--- src/rtl/serial_pkg.sv ---
// serial_pkg: state encoding and sizing helpers shared by the bit-serial blocks
package serial_pkg;

    typedef enum logic [1:0] {
        IDLE = 2'd0,
        RUN  = 2'd1,
        DONE = 2'd2
    } state_t;

    function automatic int cnt_w(input int w);
        return (w < 2) ? 1 : $clog2(w);
    endfunction

endpackage

--- src/rtl/serial_fa_bit.sv ---
// serial_fa_bit: 1-bit full adder {co,s} = a + b + ci
module serial_fa_bit (
    input  logic a,
    input  logic b,
    input  logic ci,
    output logic s,
    output logic co
);

    assign s  = a ^ b ^ ci;
    assign co = (a & b) | (ci & (a ^ b));

endmodule

--- src/rtl/serial_addsub_fsm.sv ---
// serial_addsub_fsm: LSB-first bit-serial add/subtract with start/busy/done handshake
module serial_addsub_fsm
    import serial_pkg::*;
#(
    parameter int WIDTH   = 8,
    parameter bit REG_OUT = 1
) (
    input  logic             CLK,
    input  logic             NRST,
    input  logic             clr,
    input  logic             start,
    input  logic             sub,
    input  logic [WIDTH-1:0] a,
    input  logic [WIDTH-1:0] b,
    output logic             busy,
    output logic             done,
    output logic [WIDTH-1:0] sum,
    output logic             cout,
    output logic             ovf,
    output logic             s_bit,
    output logic             s_valid,
    output logic             s_cout
);

    localparam int CW = cnt_w(WIDTH);

    state_t           state, state_nx;
    logic [WIDTH-1:0] op_a, op_b;
    logic [CW-1:0]    cnt;
    logic             carry, fa_s, fa_c, run, last;

    serial_fa_bit u_fa (
        .a (op_a[0]),
        .b (op_b[0]),
        .ci(carry),
        .s (fa_s),
        .co(fa_c)
    );

    assign run  = state == RUN;
    assign last = run && cnt == CW'(WIDTH - 1);
    assign busy = state != IDLE;
    assign done = state == DONE;

    always_comb begin
        state_nx = clr ? IDLE :
                   (state == IDLE) ? (start ? RUN : IDLE) :
                   run ? (last ? DONE : RUN) : IDLE;
    end

    always_ff @(posedge CLK or negedge NRST) begin
        if (!NRST) state <= IDLE;
        else       state <= state_nx;
    end

    // result bits fill op_a from the MSB as its operand bits drain out the LSB
    always_ff @(posedge CLK or negedge NRST) begin
        if (!NRST) begin
            op_a  <= '0;
            op_b  <= '0;
            carry <= 1'b0;
            cnt   <= '0;
            sum   <= '0;
            cout  <= 1'b0;
            ovf   <= 1'b0;
        end else if (clr) begin
            carry <= 1'b0;
            cnt   <= '0;
            sum   <= '0;
            cout  <= 1'b0;
            ovf   <= 1'b0;
        end else if (state == IDLE && start) begin
            op_a  <= a;
            op_b  <= sub ? ~b : b;
            carry <= sub;
            cnt   <= '0;
        end else if (run) begin
            op_a  <= {fa_s, op_a[WIDTH-1:1]};
            op_b  <= op_b >> 1;
            carry <= fa_c;
            cnt   <= last ? cnt : cnt + CW'(1);
            if (last) begin
                sum  <= {fa_s, op_a[WIDTH-1:1]};
                cout <= fa_c;
                ovf  <= carry ^ fa_c;
            end
        end
    end

    generate
        if (REG_OUT) begin : g_reg
            always_ff @(posedge CLK or negedge NRST) begin
                if (!NRST) begin
                    s_bit   <= 1'b0;
                    s_valid <= 1'b0;
                    s_cout  <= 1'b0;
                end else begin
                    s_bit   <= run & fa_s;
                    s_valid <= run;
                    s_cout  <= run & fa_c;
                end
            end
        end else begin : g_comb
            assign s_bit   = run & fa_s;
            assign s_valid = run;
            assign s_cout  = run & fa_c;
        end
    endgenerate

endmodule

--- config.mk ---
export PLATFORM = sky130hd
export DESIGN_NAME = serial_addsub_fsm
export DESIGN_NICKNAME = d
export VERILOG_FILES = /design/src/rtl/serial_pkg.sv /design/src/rtl/serial_fa_bit.sv /design/src/rtl/serial_addsub_fsm.sv
export SDC_FILE = /design/constraint.sdc
export NUM_CORES = 1
export LEC_CHECK = 0
export CORE_MARGIN = 2
export CORE_UTILIZATION = 25
export DETAILED_ROUTE_END_ITERATION = 12
export HOLD_SLACK_MARGIN = 0.03
export PLACE_DENSITY_LB_ADDON = 0.25
export SLEW_MARGIN = 20
export SYNTH_ARGS = -nofsm -noshare
export SYNTH_HDL_FRONTEND = slang
export SYNTH_SLANG_ARGS = --single-unit
--- constraint.sdc ---
create_clock -name CLK -period 2.5 [get_ports CLK]
set_input_delay 0.625 -clock CLK [delete_from_list [all_inputs] [get_ports CLK]]
set_output_delay 0.625 -clock CLK [all_outputs]
set_load 0.05 [all_outputs]
### Yosys cells after proc, flatten, opt, wreduce, memory -nomap -nowiden

Cells that the tools add are included.

| storage, ports and cells | value |
|---|---|
| bits in registers | 35 |

| operators by class | value |
|---|---|
| $add $sub $neg | 1 |
| bitwise gates (word level) | 10 |
| multiplexer cells | 29 |
| reduce and logical (&&, ||, !) cells | 11 |
| equality and inequality tests | 5 |

Operators with widths:

| cell | count |
|---|---|
| $mux W8 | 9 |
| $mux W1 | 12 |
| $mux W3 | 4 |
| $mux W2 | 4 |
| $not A8 Y8 | 1 |
| $reduce_bool A2 Y1 | 4 |
| $and A1 B1 Y1 | 4 |
| $reduce_and A2 Y1 | 2 |
| $add A3 B1 Y3 const B | 1 |
| $eq A3 B3 Y1 const B | 1 |
| $ne A3 B2 Y1 const B | 1 |
| $reduce_and A3 Y1 | 1 |
| $reduce_bool A3 Y1 | 1 |
| $xor A1 B1 Y1 | 3 |
| $eq A2 B1 Y1 const B | 1 |
| $eq A2 B2 Y1 const B | 1 |
| $logic_and A1 B1 Y1 | 2 |
| $logic_not A2 Y1 | 1 |
| $ne A2 B2 Y1 const B | 1 |
| $not A1 Y1 | 1 |
| $or A1 B1 Y1 | 1 |

### Depth between registers and ports, before layout

Gate-level depths: netlist of the first run.

| depth | value |
|---|---|
| depth after elaboration | 8 |
| depth in mapped cells | 5 |
| mapped depth without buffers | 5 |

### Cells and area by module

A second synthesis of the first run with hierarchy kept.

| second synthesis, totals | value |
|---|---|
| cell total of the unflattened synthesis | 121 |
| area total of the unflattened synthesis | 1642.8 sq um |

Modules (own cells, without submodules):

| module | cells an instance | area an instance (sq um) | times used |
|---|---|---|---|
| serial_addsub_fsm | 120 | 1622.8 | 1 |
| serial_fa_bit | 1 | 20.0 | 1 |

### Worst setup path before layout of the first run

No wires, ideal clock.

| timing | value |
|---|---|
| path type | input-to-reg |
| from | in clr |
| to | reg op_a[1] |
| slack | 0.652 ns |
| required time | 2.375 ns |
| cell stages on the path | 4 |
| arrival | 1.724 ns |
| library setup time | 0.125 ns |
| cells stage by stage | clkbuf_2 > nor3_2 > buf_6 > mux2_2 |

| between the ends | value |
|---|---|
| word-level cells in the longest chain between the ends | 2 |

RTL lines:

| what | RTL line | RTL |
|---|---|---|
| start, declared | serial_addsub_fsm.sv:10 | `input logic clr,` |
| $not A1 Y1 (no line) | -- |  |
| $reduce_and A2 Y1 (no line) | -- |  |
| end signal, assigned | serial_addsub_fsm.sv:78 | `op_a <= {fa_s, op_a[WIDTH-1:1]};` |
| end, declared | serial_addsub_fsm.sv:28 | `logic [WIDTH-1:0] op_a, op_b;` |

Every way passes these cells.
A chain may end at the register's enable or synchronous reset.

### Worst setup path after layout of the first run

| timing | value |
|---|---|
| from | reg state[1] |
| to | out busy |

| between the ends | value |
|---|---|
| word-level cells in the longest chain between the ends | 1 |

RTL lines:

| what | RTL line | RTL |
|---|---|---|
| start, declared | serial_addsub_fsm.sv:27 | `state_t state, state_nx;` |
| start signal, assigned | serial_addsub_fsm.sv:53 | `else state <= state_nx;` |
| $reduce_bool A2 Y1 | serial_addsub_fsm.sv:42 | `assign busy = state != IDLE;` |
| end, declared | serial_addsub_fsm.sv:15 | `output logic busy,` |

Every way passes these cells.

==> results of run 1 <==
[cell families (layout without fill, tap and decap cells)]
| kind of cell | count (synthesis) | in the layout | share of synthesized area |
|---|---|---|---|
| muxes | 32 | 32 | 0.209 |
| AOI/OAI and AO/OA | 13 | 13 | 0.0670 |
| buffers and inverters | 11 | 53 | 0.0421 |
| adders and majority gates | 3 | 3 | 0.0271 |
| DFF | 35 | 35 | 0.527 |
| xor gates and xnor gates | 10 | 10 | 0.0527 |
| and+or+nand+nor | 18 | 18 | 0.0753 |
[through the flow]
step | instance area [um2] | worst slack [ns] | hold slack, ns | std cells
2_1_floorplan | 1660 | 0.652 | 0.329 | 122
3_3_place_gp | 2110 | 0.244 | 0.486 | 233
3_5_place_dp | 2110 | 0.237 | 0.487 | 233
4_1_cts | 2210 | 0.101 | 0.506 | 241
5_1_grt | 2210 | 0.0515 | 0.515 | 241
6_report | 2210 | 0.110 | 0.501 | 241
[placed cells by master, fill, tap and decap left out, drive strengths merged]
cell and instances:
o22ai 1, nor3 4, buf 5, a221oi 1, clkdlybuf4s50 35, fa 1, a21oi 1, a22o 10
nand2 1, nor2b 1, dfrtp 35, ha 2, clkbuf 8, inv 5, nor3b 2, and2 1
mux2i 10, xor2 7, mux2 22, or2 1, nor2 4, nand2b 1, and2b 1, xnor2 3
and3b 2
[Yosys cell counts]
master	n
a21oi_2	1
a221oi_1	1
xor2_1	7
nand2_1	1
a22o_1	10
clkbuf_2	1
and3b_1	2
buf_6	3
fa_1	1
buf_4	1
ha_1	2
mux2i_1	10
inv_1	5
or2_2	1
xnor2_1	3
nor2_1	4
and2_1	1
o22ai_1	1
nor3_1	3
dfrtp_1	35
nand2b_1	1
mux2_2	22
and2b_1	1
buf_2	1
nor3b_2	1
nor3b_4	1
nor3_2	1
nor2b_1	1
[sequential cells by signal (all words and copies together) (netlist names)]
name     flops
s_valid      1
ovf          1
op_b         8
s_cout       1
s_bit        1
cnt          3
sum          8
op_a         8
state        2
cout         1
carry        1
[critical path: stages, from the launching register on]
cell and delay (ns):
dfrtp_1 0.48, or2_2 0.31, clkdlybuf4s50_1 0.70
[per-layer routing]
layer	GRT usage	vias to the layer above	wire, um	share of wire
li1	-	510	-	-
met1	0.131	507	1530	0.47
met2	0.145	22	1540	0.47
met3	0.0279	6	123	0.038
met4	0.0476	0	72	0.022
met5	0	-	0	0
[worst min path at each step]
stage,startpoint,endpoint,slack [ns],cells after the start
floorplan,NRST,carry,0.33,0
global placement,sum[7],sum[7],0.49,1
detailed placement,sum[0],sum[0],0.49,1
CTS,sum[7],sum[7],0.51,1
global route,op_b[6],op_b[6],0.52,1
finish,sum[7],sum[7],0.50,1
[cell type report]
| type | instances | area (um2) | share of cell area |
|---|---|---|---|
| clock buffers | 8 | 100 | 0.0453 |
| well taps | 77 | 96.3 | 0.0436 |
| repair buffers | 40 | 400 | 0.181 |
| inverters | 5 | 18.8 | 0.00850 |
| multi-input cells | 76 | 717 | 0.325 |
| flip-flops and latches | 35 | 876 | 0.397 |
[power by group through the flow]
stage	combinational, mW	sequential, mW	clock [mW]
finish	0.399	0.764	0.447
global route	0.450	0.779	0.481
detailed placement	0.409	0.775	0
floorplan	0.268	0.782	0
global placement	0.397	0.770	0
CTS	0.410	0.764	0.464
==> out/results.txt, run 1 <==
Status = complete, no violations
Register area share after synthesis = 0.527
Final setup vio count = 0
Leak = 0.978 nW
Largest net degree at the start of global routing = 36
Mapped Cells = 122
Max clock buf depth = 2
Pwr/cell area = 729 mW/mm2
RSZ-0062 raised after global routing = false
Hold Vio Cnt, Final = 0
Total clock sinks = 35
Switch share = 0.275
Initial core utilization = 0.260
Total power draw = 1.61 mW
R2r startpoint = state[1]
Final TNS setup = 0 ns
Switching pwr = 0.443 mW
Internal power = 1.17 mW
Hold-fix buffers at CTS = 0
Std cell rows = 29
Clock latency on the worst-skew pair = 0.28 ns
Cell taking the most area after synthesis = dfrtp_1
CTS buffer count = 5
Total track usage = 0.0975
#FFs+latches synth = 35
CP Data Required Time = 1.88 ns
Combinational share of power = 0.248
Share of layout cells above drive strength 1 = 0.238
Relative slew slack = 0.652
Crit path time final = 2.39 ns
Max Cap Violations = 0
Number of nets in the layout = 187
Fillers = 635
Final ANT Viol Nets = 0
Average wire per standard cell = 13.6 um
Worst VDD drop = 227 uV
Core area = 0.00639 mm2
Initial antenna violation count = 0
Worst Tran Pin Value = 0.520 ns
Routability cong. = 0.712
CTS tree = yes
Clk root buf = clkbuf_8
Die width = 85.6 um
Vias per cell = 4.34
Die Area = 0.00732 mm2
Slew Limit Fails = 0
First-pass GRT wire length = 5470 um
Grt ovf = 0
DRT Pass-1 Iters = 4
HP Class = register to register
# diodes = 0
Clock Skew = 0.00453 ns
Routed wire length = 3270 um
Residual DRC = 0
Post-route core utilization = 0.346
Critical Path End Type = output pin
CTS clk-pin slew, worst paths = 0.07 ns
Vias in the first global route = 1111
WP data arrival = 1.77 ns
Post-CTS Setup Repair Bufs = 0
Area growth from synthesis to layout = 32.8%
Cell area after synthesis = 0.00166 mm2
Die Ht = 85.6 um
Post-synth net total = 146
Clock network fraction of design power = 0.278
Post_cts resized = 0
Reg2Reg Setup Slack = 0.85 ns
Post-synth cell types = 28
CP max FO = 7
IO Count = 36
Capture point of the worst path = busy
Critical path class = register to output pin
I/O Buffers = 35
DRT iter0 DRCs = 51
FF-to-FF path depth = 4
Via count = 1045
Fmax = 418 MHz
YS warnings = 0
Sequential share of power = 0.474
Ranking of synthesized cells by area = dfrtp_1 53%, mux2_2 15%, mux2i_1 6.0%, a22o_1 5.3%, xor2_1 3.7%
Tcrit/Tclk final = 0.956
CP Launch Point = state[1]
CP Launch Type = register
DP HPWL = 2340 um
R2r endpoint = op_a[2]
Synthesized area per cell = 13.6 um2
Htree depth = 2
Top-area cell type share of the netlist area = 0.527
Power figures use the tool's default switching activity.
==> run 2: changes to the inputs <==
--- a/config.mk
+++ b/config.mk
@@ -7,5 +7,5 @@
 export LEC_CHECK = 0
 export CORE_MARGIN = 2
-export CORE_UTILIZATION = 25
+export CORE_UTILIZATION = 45
 export DETAILED_ROUTE_END_ITERATION = 12
 export HOLD_SLACK_MARGIN = 0.03
==> constraint.sdc (replaced) <==
create_clock -name CLK -period 2.5 [get_ports CLK]
set_input_delay 0.625 -clock CLK [delete_from_list [all_inputs] [get_ports CLK]]
set_output_delay 0.625 -clock CLK [all_outputs]
set_load 0.1 [all_outputs]
==> out/results.txt, run 2 (synthesized netlist as in run 1, its figures left out) <==
Status = complete, no violations
Routability cong. = 0.751
Reg2Reg Setup Slack = 0.83 ns
Vias in the first global route = 1071
Sequential share of power = 0.422
Clock latency on the worst-skew pair = 0.29 ns
Combinational share of power = 0.245
Critical path class = input port to register
RSZ-0062 raised after global routing = false
Initial core utilization = 0.461
Internal power = 1.31 mW
Commonest non-fill, non-tap cell in the layout = dfrtp_1
Slew Limit Fails = 0
Post_cts resized = 0
Die Area = 0.00420 mm2
Die width = 64.8 um
Worst hold path endpoint = sum[5]
Placed cells = 204
Worst VDD drop = 509 uV
Fmax = 501 MHz
Leak = 1.02 nW
WHS = 0.507 ns
Critical Path End Type = register
CTS clk-pin slew, worst paths = 0.07 ns
WP data arrival = 2.16 ns
Hold Vio Cnt, Final = 0
Pwr/cell area = 832 mW/mm2
Final TNS setup = 0 ns
CTS buffer count = 5
Largest net degree at the start of global routing = 36
Total power draw = 1.80 mW
Initial antenna violation count = 0
HP Class = register to register
Biggest regs = op_a (8), op_b (8), sum (8)
Share of layout cells above drive strength 1 = 0.329
DRT iter0 DRCs = 34
Clock Skew = 0.00555 ns
Core area = 0.00361 mm2
Number of nets in the layout = 187
IO Count = 36
Post-CTS Setup Repair Bufs = 0
Final Non-Filler Cells = 212
DP HPWL = 2090 um
Final worst slack = 0.505 ns
Grt ovf = 0
Worst hold start = sum[5]
Average wire per standard cell = 14.3 um
Total track usage = 0.167
Worst Tran Pin Value = 0.539 ns
I/O Buffers = 35
Pre-CTS WS = 0.208 ns
Htree depth = 2
CP max FO = 22
Std cell rows = 22
Hold-fix buffers at CTS = 0
Crit path time final = 1.99 ns
Via count = 1079
Residual DRC = 0
Tcrit/Tclk final = 0.798
Final setup vio count = 0
Clk root buf = clkbuf_8
Most frequent cells in the layout = 35 x dfrtp_1, 22 x mux2_2, 20 x clkdlybuf4s50_1
R2r startpoint = cnt[0]
Area growth from synthesis to layout = 30.3%
CP Launch Type = input port
Switching pwr = 0.492 mW
# diodes = 0
Routed wire length = 3040 um
FF-to-FF path depth = 5
Die Ht = 64.8 um
Final ANT Viol Nets = 0
Total clock sinks = 35
Relative slew slack = 0.641
R2r endpoint = cnt[1]
Max clock buf depth = 2
First-pass GRT wire length = 5250 um
DRT Pass-1 Iters = 4
Worst hold path depth = 1
CP Data Required Time = 2.67 ns
Vias per cell = 5.09
Clock network fraction of design power = 0.334
CTS tree = yes
Max Cap Violations = 0
Switch share = 0.273
-- run 2: changes by cell type in the layout (fill, tap and decap cells not counted), sizes merged --
cell	change
buf	+15
bufinv	+2
clkdlybuf4s50	-15
clkbuf	-2
-- run 2: cell type report --
class | count | area (um2)
clock buffer | 6 | 72.6
clock inverter | 2 | 60.1
fill | 299 | 1440
inverter | 5 | 18.8
multi-input combinational | 76 | 717
sequential | 35 | 876
tap | 48 | 60.1
timing repair buffer | 40 | 363
-- run 2: stage by stage --
step / cell area (um2) / utilization
floorplan: 1660 / -
global placement: 2030 / 0.564
detailed placement: 2030 / 0.564
CTS: 2170 / 0.601
global route: 2170 / 0.601
finish: 2170 / 0.601
-- run 2: worst max-delay path by stage --
stage	start	endpoint	slack, ns	cells after the start
floorplan	clr	op_a[1]	0.65	4
global placement	start	op_b[4]	0.25	5
detailed placement	start	op_a[1]	0.21	5
CTS	start	op_a[1]	0.50	5
global route	start	op_a[1]	0.46	5
finish	start	op_b[4]	0.51	5
-- run 2: worst max-delay path, stage by stage --
cell             delay [ns]
clkdlybuf4s50_1        0.49
nor3b_4                0.23
buf_12                 0.20
mux2_2                 0.34
mux2_2                 0.26
-- run 2: routing by layer --
metal  wire length (um)  vias to the layer above  track usage  share of wire
li1                   -                      514            -              -
met1               1430                      530        0.225           0.47
met2               1410                       29        0.250           0.46
met3                143                        6       0.0486          0.047
met4                 63                        0       0.0718          0.021
met5                  0                        -            0              0
-- run 2: power by group through the flow --
stage | sequential [mW] | clock [mW] | combinational [mW]
floorplan | 0.815 | 0 | 0.273
global placement | 0.767 | 0 | 0.430
detailed placement | 0.773 | 0 | 0.444
CTS | 0.761 | 0.612 | 0.447
global route | 0.776 | 0.639 | 0.484
finish | 0.761 | 0.602 | 0.441
